$ cat config.mk
export PLATFORM = sky130hd
export DESIGN_NAME = if_fetch_unit
export DESIGN_NICKNAME = d
export VERILOG_FILES = /design/src/rtl/if_fetch_unit.sv
export SDC_FILE = /design/constraint.sdc
export NUM_CORES = 1
export LEC_CHECK = 0
export BUFFER_PORTS_ARGS = -buffer_cell sky130_fd_sc_hd__buf_4
export CAP_MARGIN = 20
export CELL_PAD_IN_SITES_DETAIL_PLACEMENT = 0
export CELL_PAD_IN_SITES_GLOBAL_PLACEMENT = 1
export CORE_ASPECT_RATIO = 1.4
export CORE_MARGIN = 5
export CORE_UTILIZATION = 34
export DETAILED_ROUTE_END_ITERATION = 8
export PLACE_DENSITY_LB_ADDON = 0.3
export SYNTH_ARGS = -nofsm -noshare
export SYNTH_HDL_FRONTEND = slang
export SYNTH_SLANG_ARGS = --single-unit
export TNS_END_PERCENT = 10
$ cat constraint.sdc
create_clock -name clk -period 1.7 [get_ports clk]
set_input_delay 0.255 -clock clk [delete_from_list [all_inputs] [get_ports clk]]
set_output_delay 0.255 -clock clk [all_outputs]
set_load 0.005 [all_outputs]
$ cat src/rtl/if_fetch_unit.sv
// IF stage: owns the PC, drives the instruction-memory address and registers the returned word into IF/ID one cycle later.
// Stall holds the PC and IF/ID, redirect overrides the stall, and a fetched HALT_WORD freezes fetch until the next redirect or reset.
module if_fetch_unit #(
   parameter logic [31:0] RESET_PC  = 32'h0000_0000,
   parameter logic [31:0] HALT_WORD = 32'hFFFF_FFFF,
   parameter logic [31:0] NOP_WORD  = 32'h0000_0000
) (
   input  logic        clk,
   input  logic        rst_n,
   input  logic        i_stall,
   input  logic        i_redirect,
   input  logic [31:0] i_redirect_target,
   output logic [31:0] o_pc,
   input  logic [31:0] i_instr,
   output logic [31:0] o_if_id_instr,
   output logic [31:0] o_if_id_pc,
   output logic [31:0] o_if_id_pc_plus4,
   output logic        o_if_id_valid,
   output logic        o_halted,
   output logic        o_misaligned
);

   typedef enum logic {
      ST_FETCH  = 1'b0,
      ST_HALTED = 1'b1
   } state_t;

   state_t      r_state, w_state_nxt;
   logic [31:0] r_pc, w_pc_nxt;
   logic [31:0] r_instr, w_instr_nxt;
   logic [31:0] r_id_pc, w_id_pc_nxt;
   logic [31:0] r_id_pc4, w_id_pc4_nxt;
   logic        r_valid, w_valid_nxt;
   logic        r_misal, w_misal_nxt;
   logic [31:0] w_pc_plus4;

   assign w_pc_plus4 = r_pc + 32'd4;

   always_ff @(posedge clk or negedge rst_n) begin
      if (!rst_n) begin
         r_state  <= ST_FETCH;
         r_pc     <= RESET_PC;
         r_instr  <= NOP_WORD;
         r_id_pc  <= 32'd0;
         r_id_pc4 <= 32'd0;
         r_valid  <= 1'b0;
         r_misal  <= 1'b0;
      end else begin
         r_state  <= w_state_nxt;
         r_pc     <= w_pc_nxt;
         r_instr  <= w_instr_nxt;
         r_id_pc  <= w_id_pc_nxt;
         r_id_pc4 <= w_id_pc4_nxt;
         r_valid  <= w_valid_nxt;
         r_misal  <= w_misal_nxt;
      end
   end

   always_comb begin
      w_state_nxt  = r_state;
      w_pc_nxt     = r_pc;
      w_instr_nxt  = r_instr;
      w_id_pc_nxt  = r_id_pc;
      w_id_pc4_nxt = r_id_pc4;
      w_valid_nxt  = r_valid;
      w_misal_nxt  = 1'b0;

      if (i_redirect) begin
         // Low target bits are dropped; the flag lets the core raise an exception.
         w_state_nxt  = ST_FETCH;
         w_pc_nxt     = {i_redirect_target[31:2], 2'b00};
         w_instr_nxt  = NOP_WORD;
         w_id_pc_nxt  = 32'd0;
         w_id_pc4_nxt = 32'd0;
         w_valid_nxt  = 1'b0;
         w_misal_nxt  = |i_redirect_target[1:0];
      end else if (i_stall) begin
         w_state_nxt = r_state;
      end else if (r_state == ST_HALTED) begin
         w_instr_nxt  = NOP_WORD;
         w_id_pc_nxt  = 32'd0;
         w_id_pc4_nxt = 32'd0;
         w_valid_nxt  = 1'b0;
      end else begin
         w_instr_nxt  = i_instr;
         w_id_pc_nxt  = r_pc;
         w_id_pc4_nxt = w_pc_plus4;
         w_valid_nxt  = 1'b1;
         // The halt word itself goes down the pipe; the PC parks on it.
         if (i_instr == HALT_WORD) begin
            w_state_nxt = ST_HALTED;
         end else begin
            w_pc_nxt = w_pc_plus4;
         end
      end
   end

   assign o_pc             = r_pc;
   assign o_if_id_instr    = r_instr;
   assign o_if_id_pc       = r_id_pc;
   assign o_if_id_pc_plus4 = r_id_pc4;
   assign o_if_id_valid    = r_valid;
   assign o_halted         = (r_state == ST_HALTED);
   assign o_misaligned     = r_misal;

endmodule

==> out/metrics.cfg, run 1 <==
[logic_synthesis]
yosysSeqAreaShare_pct = 55.30
synth_top_flop_cell = dfrtp_1
synthCells = 524
avgSynthCellArea_um2 = 10.88
synth_top_cells_by_area = dfrtp_1, a22o_1, xor2_1
yosys_warnings = 0
synth_edf_count = 0
synth.largest_area_cell = dfrtp_1
synth_cell_types = 50
synth_top_area_share_pct = 55.30
synthesis.area_um2 = 5702
async_reset_ff_share_pct = 100.0
synth-seq-cells = 126

[min_path]
hold_path_class = in2reg
min_path_cells = 3

[global_routing]
grt_first_pass_wirelength_um = 31660
grt_antenna_before_repair = 0
grt_pass1_vias = 5749
grtUsageTotal_pct = 20.90
grt_start_max_net_pins = 55
grt-ovfl-total = 0

[clock_tree]
cts.sinks = 126
cts_buffer_depth = 2
htree_levels = 4
numCtsBuffers = 17
cts_root_buf = clkbuf_16
clkTransAtPathRegs_ps = 60
tritoncts = done
worstSkewPairLatency_ps = 420

[sta]
slew_headroom_pct = 66.78
finalSetupViolCount = 18
rsz0062_at_grt = true
fmax_mhz = 549.3
post-route-period-util_pct = 107.1
hold_viol_final = 0
tightest_slew_ps = 494.1
setup_ws_ps = -120.5
maxSlewViolCount = 0
period_needed_ps = 1821
skew_ps = 9.698

[finish]
final_common_cell = buf_4
area_growth_pct = 59.45
layout_common_cells = buf_4, dfrtp_1, a22o_1, nand2_1, o21ai_0
layout.cells.non_filler = 1035
antenna_cells = 0
final_nets = 889
fin_area_um2 = 9091
layout-drive-gt1-share_pct = 46.51

[floorplanning]
fp.dieH_um = 163.2
die_x_um = 119.4
fp-row-count = 56
ios = 199
die_area_um2 = 19500
coreArea_um2 = 16610
start_util_pct = 34.34

[placement]
portBuffers = 196
placed_cell_area_um2 = 8124
gp_congestion = 0.8863
hpwl_um = 15030
dp_cells = 984

[detailed_routing]
route.detailed.drc = 0
routed_wirelength_um = 20290
wl_per_cell_um = 19.60
drt_iter0_markers = 266
ant_nets = 0
drt_first_pass_iters = 4
vias = 5414
vias_per_cell = 5.231

[status]
violations = negative setup slack
status = finished, violations left

[critical_path]
r2r_cells = 6
critical_path_required_ps = 2040
crit_arrival_ps = 2160
worst_setup_path_start_kind = register
worstSetupPathType = reg2reg
path_max_fanout = 4
worst_setup_path_end_kind = register

[power]
power.internal_mw = 6.329
leakage_nw = 4.350
combinationalPowerShare_pct = 18.2
p_seq_share_pct = 39.5
clkPwrFrac_pct = 42.3
p_sw_mw = 2.268
ir_drop_mv = 0.5324
p_sw_share_pct = 26.38
p_per_area_nw_per_um2 = 945.6

[job]
cap_violations = 0

stage by stage:
stage	setup WS [ps]	utilization [%]	total power, mW	hold WS [ps]	TNS (ps)
2_1_floorplan	-106.7	-	3.923	-40.59	-1183
3_3_place_gp	-244.7	48.92	4.859	114.6	-5706
3_5_place_dp	-266.4	48.92	4.887	120.0	-6451
4_1_cts	-122.2	53.70	8.609	24.66	-1207
5_1_grt	-250.1	54.75	8.971	34.63	-3920
6_report	-120.5	54.75	8.596	35.23	-998.1
routing by layer:
metal / GRT usage, % / part of all wire, % / up-vias
li1: - / - / 2499
met1: 24.18 / 39 / 2699
met2: 37.11 / 52 / 189
met3: 6.062 / 6.4 / 27
met4: 6.879 / 2.4 / 0
met5: 0 / 0 / -
final timing paths:
path,from,slack [ps],endpoint
worst max-delay path,o_pc[6],-120,o_pc[21]
worst min-delay path,i_redirect_target[2],40,o_pc[2]
worst max register to register,o_pc[6],-120,o_pc[21]
worst min register to register,o_if_id_valid,480,o_if_id_valid
max in group asynchronous,rst_n,860,o_pc[4]
min in group asynchronous,rst_n,250,o_if_id_pc[19]
cell usage after synthesis, types with 3 or more instances:
cell type and n:
buf_4 7, buf_2 5, clkbuf_1 28, a31oi_1 11, xnor2_1 10, and3_1 6
o21ai_0 47, nand4_1 21, nand3_1 12, and2_1 7, dfrtp_1 126, or3_1 9
nor2b_1 4, or4_1 4, nand2_1 53, nor2_1 25, a22o_1 66, xor2_1 28
nor3_1 3, nor4_1 3, a211oi_1 3, a21o_1 6, and4_1 4, a221o_1 3
power by group through the flow:
stage / Clock, mW / Combinational (mW) / Sequential [mW]
after floorplan: 0 / 0.460 / 3.46
after global placement: 0 / 1.44 / 3.42
after detailed placement: 0 / 1.46 / 3.42
after CTS: 3.70 / 1.52 / 3.39
after global routing: 3.86 / 1.69 / 3.42
final: 3.64 / 1.56 / 3.39
sequential cells by signal, indices dropped and copies added, names as in the netlist:
name and flops:
o_if_id_pc 31, o_if_id_pc_plus4 30, o_if_id_valid 1, o_misaligned 1, o_pc 30, o_if_id_instr 32, o_halted 1
kinds of logic after synthesis:
group	after synthesis	share of synthesized area (%)
AOI/OAI and AO/OA	148	19.14
xor gates and xnor gates	38	5.837
other	1	0.06577
adders and majority gates	1	0.2194
DFF	126	55.30
muxes	1	0.1756
and+or+nand+nor	164	15.69
buffers and inverters	45	3.577
repair_timing:
action,in CTS,in global routing
hold endpoints to repair,40,0
hold buffers,1,0
endpoints found under the setup margin,45,44
buffers inserted,11,8
gates resized for setup,29,33
pin swaps,21,18
area by class of cell:
| class | count | area (um^2) |
|---|---|---|
| Clock inverter | 9 | 112.6 |
| Multi-Input combinational cell | 354 | 2564 |
| Timing Repair Buffer | 319 | 2522 |
| Fill cell | 1501 | 7515 |
| Sequential cell | 126 | 3157 |
| Clock buffer | 22 | 474.2 |
| Tap cell | 203 | 254.0 |
| Inverter | 2 | 7.507 |
critical path, stage by stage (launching register included):
cell	delay, ps
dfrtp_1	420
nand3_4	120
nor4_4	340
buf_4	190
nand4_1	140
or3_1	340
a31oi_1	180
Power figures use the tool's default switching activity.
==> inputs of run 2 (changes only) <==
--- a/config.mk
+++ b/config.mk
@@ -6,12 +6,11 @@
 export NUM_CORES = 1
 export LEC_CHECK = 0
 export BUFFER_PORTS_ARGS = -buffer_cell sky130_fd_sc_hd__buf_4
-export CAP_MARGIN = 20
 export CELL_PAD_IN_SITES_DETAIL_PLACEMENT = 0
 export CELL_PAD_IN_SITES_GLOBAL_PLACEMENT = 1
 export CORE_ASPECT_RATIO = 1.4
 export CORE_MARGIN = 5
-export CORE_UTILIZATION = 34
+export CORE_UTILIZATION = 41
 export DETAILED_ROUTE_END_ITERATION = 8
 export PLACE_DENSITY_LB_ADDON = 0.3
 export SYNTH_ARGS = -nofsm -noshare
==> constraint.sdc (replaced) <==
create_clock -name clk -period 2.3 [get_ports clk]
set_input_delay 0.345 -clock clk [delete_from_list [all_inputs] [get_ports clk]]
set_output_delay 0.345 -clock clk [all_outputs]
set_load 0.005 [all_outputs]
==> run 2 against run 1 <==
Against the previous run:
- the flow now finishes without violations
- largest power group unchanged
- critical path depth did not move
- die area fell by 16%
- clock power fell by 19%
- worst hold slack improved by 110 ps
- critical path type unchanged
==> out/metrics.cfg, run 2 (synthesis results as in run 1) <==
[finish]
largest_reg_flops = 32  ; unchanged
layout_common_cells = buf_4, dfrtp_1, a22o_1, nand2_1, o21ai_0
final_util_pct = 59.55  ; +4.8 points
layout-drive-gt1-share_pct = 37.07  ; -9.4 points
final_common_cell = buf_4
nFillCells = 1182  ; -21%
antenna_cells = 0  ; unchanged
final_nets = 806  ; -9.3%
area_growth_pct = 43.95
layout.cells.non_filler = 935  ; -9.7%

[placement]
portBuffers = 196  ; unchanged
pre_cts_slack_ps = 137.5  ; +403.9 ps
gp_congestion = 0.9265  ; +4.5%
hpwl_um = 13860  ; -7.8%
dp_cells = 902  ; -8.3%

[critical_path]
path_buf_inv = 0  ; -1
rr_startpoint = o_pc[3]
critical_path_required_ps = 2650  ; +610 ps
crit_arrival_ps = 2500  ; +340 ps
slowest_stage = or4_1
crit_family = simple AND/OR/NAND/NOR gates
path_cells = ha_1, nand4_1, nor3_1, nand4_1, or4_1, nand3_1
reg2reg_slack_ps = 150  ; +270 ps
rr_endpoint = o_pc[20]
cp_slowest_stage_delay_ps = 520  ; +100 ps
r2r_cells = 6  ; unchanged
worst_setup_path_start_kind = register
worstSetupPathType = reg2reg
worst_setup_path_end_kind = register
cp_common_cell = nand4_1
path_max_fanout = 5  ; +1

[min_path]
holdPathEnd = o_pc[3]
worstHoldStart = i_redirect_target[3]
min_path_cells = 3  ; unchanged
hold_path_class = in2reg

[sta]
finalSetupViolCount = 0  ; -18
tightest_slew_ps = 702.2  ; +208.1 ps
post-route-period-util_pct = 93.54  ; -14 points
maxSlewViolCount = 0  ; unchanged
hold_viol_final = 0  ; unchanged
rsz0062_at_grt = false
slew_headroom_pct = 53.18  ; -14 points
setup_ws_ps = 148.6  ; +269.1 ps
skew_ps = 6.367  ; -3.331 ps
setup_tns_ps = 0  ; +998.1 ps
period_needed_ps = 2151  ; +330.9 ps
timing.hold.ws_ps = 140.7  ; +105.4 ps
fmax_mhz = 464.8  ; -15%

[clock_tree]
clkTransAtPathRegs_ps = 60  ; about the same
cts_root_buf = clkbuf_16
worstSkewPairLatency_ps = 410  ; about the same
cts_buffer_depth = 2  ; unchanged
cts.sinks = 126  ; unchanged
tritoncts = done
numCtsBuffers = 17  ; unchanged
htree_levels = 4  ; unchanged
post_cts_resized = 0  ; -100%

[global_routing]
grt_start_max_net_pins = 55  ; unchanged
grt_first_pass_wirelength_um = 28430  ; -10%
grt_antenna_before_repair = 0  ; unchanged
grtUsageTotal_pct = 22.69  ; +1.8 points
grt-ovfl-total = 0  ; unchanged
grt_pass1_vias = 5319  ; -7.5%

[job]
cap_violations = 0  ; unchanged

[power]
leakage_nw = 3.908  ; -10%
p_per_area_nw_per_um2 = 781.6  ; -17%
ir_drop_mv = 0.4767  ; -10%

[detailed_routing]
vias = 5066  ; -6.4%
vias_per_cell = 5.418  ; +3.6%
routed_wirelength_um = 18420  ; -9.2%
wl_per_cell_um = 19.70  ; +0.48%
route.detailed.drc = 0  ; unchanged
drt_first_pass_iters = 5  ; +1
drt_iter0_markers = 285  ; +7.1%
ant_nets = 0  ; unchanged

[floorplanning]
coreArea_um2 = 13780  ; -17%
ios = 199  ; unchanged
die_area_um2 = 16400  ; -16%
die_x_um = 109.7  ; -8.2%
fp.dieH_um = 149.5  ; -8.4%
fp-row-count = 51  ; -8.9%
start_util_pct = 41.37  ; +7.0 points

[status]
status = finished clean

==> run 2: changes by cell type in the layout (fill, tap and decap cells not counted), sizes merged <==
cell / before / now
buf: 318 / 235
clkbuf: 22 / 18
bufinv: 2 / 5
inv: 1 / 3
clkinv: 4 / 5
clkinvlp: 4 / 3
==> run 2: through the flow <==
stage | total power [mW] | area [um^2]
final | 6.415 | 8208
after global routing | 6.668 | 8208
after floorplan | 2.894 | 5705
after CTS | 6.478 | 8208
after detailed placement | 3.505 | 7545
after global placement | 3.484 | 7545
==> run 2: how the worst max path moves through the flow <==
stage | start | end | cells past startpoint | slack, ps
floorplan | i_instr[15] | o_pc[28] | 7 | 400
global placement | i_instr[15] | o_pc[22] | 7 | 190
detailed placement | i_instr[10] | o_pc[22] | 7 | 140
CTS | o_pc[2] | o_pc[20] | 6 | 160
global route | o_pc[3] | o_pc[24] | 6 | 70
finish | o_pc[3] | o_pc[20] | 6 | 150
==> run 2: final cells by class <==
type,count,area [um^2],share of cell area [%]
multi-input cells,354,2364,28.80
clock inverters,14,214.0,2.607
repair buffers,236,1799,21.92
clock buffers,18,439.2,5.351
well taps,185,231.5,2.820
flip-flops and latches,126,3153,38.41
inverters,2,7.507,0.09146
==> run 2: timing repair <==
item                                   CTS  global route
endpoints found under the hold margin   42             0
setup buffers                            0             0
hold buffers                             1             0
==> run 2: power by group <==
| group | switching [mW] | internal [mW] |
|---|---|---|
| clock network | 1.00 | 1.95 |
| registers | 0.147 | 2.38 |
| logic | 0.447 | 0.487 |
==> run 2: routing by layer <==
metal | track usage, % | wire length, um | vias up
li1 | - | - | 2348
met1 | 26.57 | 7066 | 2501
met2 | 40.34 | 9671 | 191
met3 | 5.481 | 1277 | 26
met4 | 7.299 | 402 | 0
met5 | 0 | 0 | -
==> run 2: tightest hold or removal path: stages <==
cell	delay (ps)
buf_4	80
nand2_1	40
o21ai_0	60
==> inputs of run 3 (changes only) <==
--- a/config.mk
+++ b/config.mk
@@ -11,6 +11,7 @@
 export CORE_ASPECT_RATIO = 1.4
 export CORE_MARGIN = 5
 export CORE_UTILIZATION = 41
+export CTS_BUF_LIST = sky130_fd_sc_hd__clkbuf_16
 export DETAILED_ROUTE_END_ITERATION = 8
 export PLACE_DENSITY_LB_ADDON = 0.3
 export SYNTH_ARGS = -nofsm -noshare
==> run 3 against run 2 <==
Against the previous run:
- setup slack gained 1.2 ps
- fmax is essentially flat
- register-to-register slack is essentially flat
- cell area down 0.12%
- global-route usage hardly changed
- via count shrank 0.16%
- largest cell class unchanged
==> out/metrics.cfg, run 3 (synthesis results as in run 1) <==
[clock_tree]
cts_setup_buffers = 0  ; unchanged
post_cts_resized = 0  ; unchanged
htree_levels = 4  ; unchanged
clkTransAtPathRegs_ps = 60  ; about the same
cts_hold_buffers = 1  ; unchanged
cts.sinks = 126  ; unchanged
worstSkewPairLatency_ps = 410  ; about the same
cts_root_buf = clkbuf_16
tritoncts = done
cts_buffer_depth = 2  ; unchanged
numCtsBuffers = 17  ; unchanged

[sta]
setup_ws_ps = 149.8  ; +1.174 ps
post-route-period-util_pct = 93.49  ; about the same
finalSetupViolCount = 0  ; unchanged
timing.hold.ws_ps = 140.1  ; -0.5470 ps
skew_ps = 6.403  ; +0.03655 ps
period_needed_ps = 2150  ; -1.174 ps
setup_tns_ps = 0  ; unchanged
slew_headroom_pct = 51.72  ; -1.5 points
tightest_slew_ps = 724.2  ; +21.94 ps
maxSlewViolCount = 0  ; unchanged
hold_viol_final = 0  ; unchanged
rsz0062_at_grt = false
fmax_mhz = 465.1  ; about the same

[placement]
pre_cts_slack_ps = 137.5  ; unchanged
gp_congestion = 0.9265  ; unchanged
dp_cells = 902  ; unchanged
portBuffers = 196  ; unchanged
hpwl_um = 13860  ; unchanged
placed_cell_area_um2 = 7545  ; unchanged

[critical_path]
cp_slowest_stage_delay_ps = 520  ; about the same
r2r_cells = 6  ; unchanged
worst_setup_path_start_kind = register
crit_arrival_ps = 2500  ; about the same
critical_path_required_ps = 2650  ; about the same
path_max_fanout = 5  ; unchanged
cp_common_cell = nand4_1
path_cells = ha_1, nand4_1, nor3_1, nand4_1, or4_1, nand3_1
worstSetupPathType = reg2reg
worst_setup_path_end_kind = register
slowest_stage = or4_1

[floorplanning]
die_area_um2 = 16400  ; unchanged
start_util_pct = 41.37  ; unchanged
coreArea_um2 = 13780  ; unchanged
fp-row-count = 51  ; unchanged
die_x_um = 109.7  ; unchanged
ios = 199  ; unchanged
fp.dieH_um = 149.5  ; unchanged

[finish]
layout-drive-gt1-share_pct = 36.93  ; -0.13 points
fin_area_um2 = 8198  ; -0.12%
antenna_cells = 0  ; unchanged
layout.cells.non_filler = 935  ; unchanged
final_common_cell = buf_4
largest_reg_flops = 32  ; unchanged
final_util_pct = 59.48  ; -0.073 points
layout_common_cells = buf_4, dfrtp_1, a22o_1, nand2_1, o21ai_0
area_growth_pct = 43.78
nFillCells = 1185  ; +0.25%
final_nets = 806  ; unchanged

[min_path]
min_path_cells = 3  ; unchanged
hold_path_class = in2reg

[detailed_routing]
wl_per_cell_um = 19.70  ; about the same
wl_met1_um = 7148  ; +1.2%
vias = 5058  ; -0.16%
wl_met2_um = 9670  ; about the same
vias_per_cell = 5.410  ; -0.16%
route.detailed.drc = 0  ; unchanged
highest_layer = met4
drt_first_pass_iters = 4  ; -1
routed_wirelength_um = 18420  ; about the same
drt_iter0_markers = 280  ; -1.8%
route.met3.wl_um = 1209  ; -5.3%
ant_nets = 0  ; unchanged

[global_routing]
grt_pass1_vias = 5331  ; +0.23%
grt_first_pass_wirelength_um = 28430  ; unchanged
grt-ovfl-total = 0  ; unchanged
grt_start_max_net_pins = 55  ; unchanged
grtUsageTotal_pct = 22.70  ; about the same
grt_antenna_before_repair = 0  ; unchanged

[power]
ir_drop_mv = 0.4501  ; -5.6%
p_per_area_nw_per_um2 = 778.9  ; -0.35%
fin_total_pwr_mw = 6.385  ; -0.47%
leakage_nw = 3.903  ; -0.14%

[status]
status = finished clean

[job]
cap_violations = 0  ; unchanged

-- run 3: path summary, 6_finish.rpt --
kind,startpoint,endpoint,slack (ps)
max,o_pc[3],o_pc[20],150
min,i_redirect_target[3],o_pc[3],140
max reg2reg,o_pc[3],o_pc[20],150
min reg2reg,o_if_id_valid,o_if_id_valid,480
max in group asynchronous,rst_n,o_if_id_instr[19],1130
min in group asynchronous,rst_n,o_if_id_pc[20],490
-- run 3: layout make-up --
type | instances | area (um^2) | share of cell area (%)
Clock inverter | 15 | 217.7 | 2.656
Multi-Input combinational cell | 354 | 2364 | 28.83
Timing Repair Buffer | 236 | 1799 | 21.95
Tap cell | 185 | 231.5 | 2.824
Clock buffer | 17 | 425.4 | 5.189
Inverter | 2 | 7.507 | 0.09158
Sequential cell | 126 | 3153 | 38.46
-- run 3: critical path, delay by kind of cell, from the launching register on --
family,cells,cell delay [ps]
DFF,1,350
and+or+nand+nor,5,1470
adders and majority gates,1,270
-- run 3: routing by layer --
layer	up-vias	track usage [%]
met5	-	0
met3	24	5.611
li1	2348	-
met2	192	40.37
met4	0	7.486
met1	2494	26.40
-- run 3: power by group --
group / leakage (nW) / internal [mW] / switching (mW)
clock: 0.307 / 1.92 / 1.00
combinational: 1.97 / 0.487 / 0.447
sequential: 1.63 / 2.38 / 0.147
total: 3.90 / 4.79 / 1.60
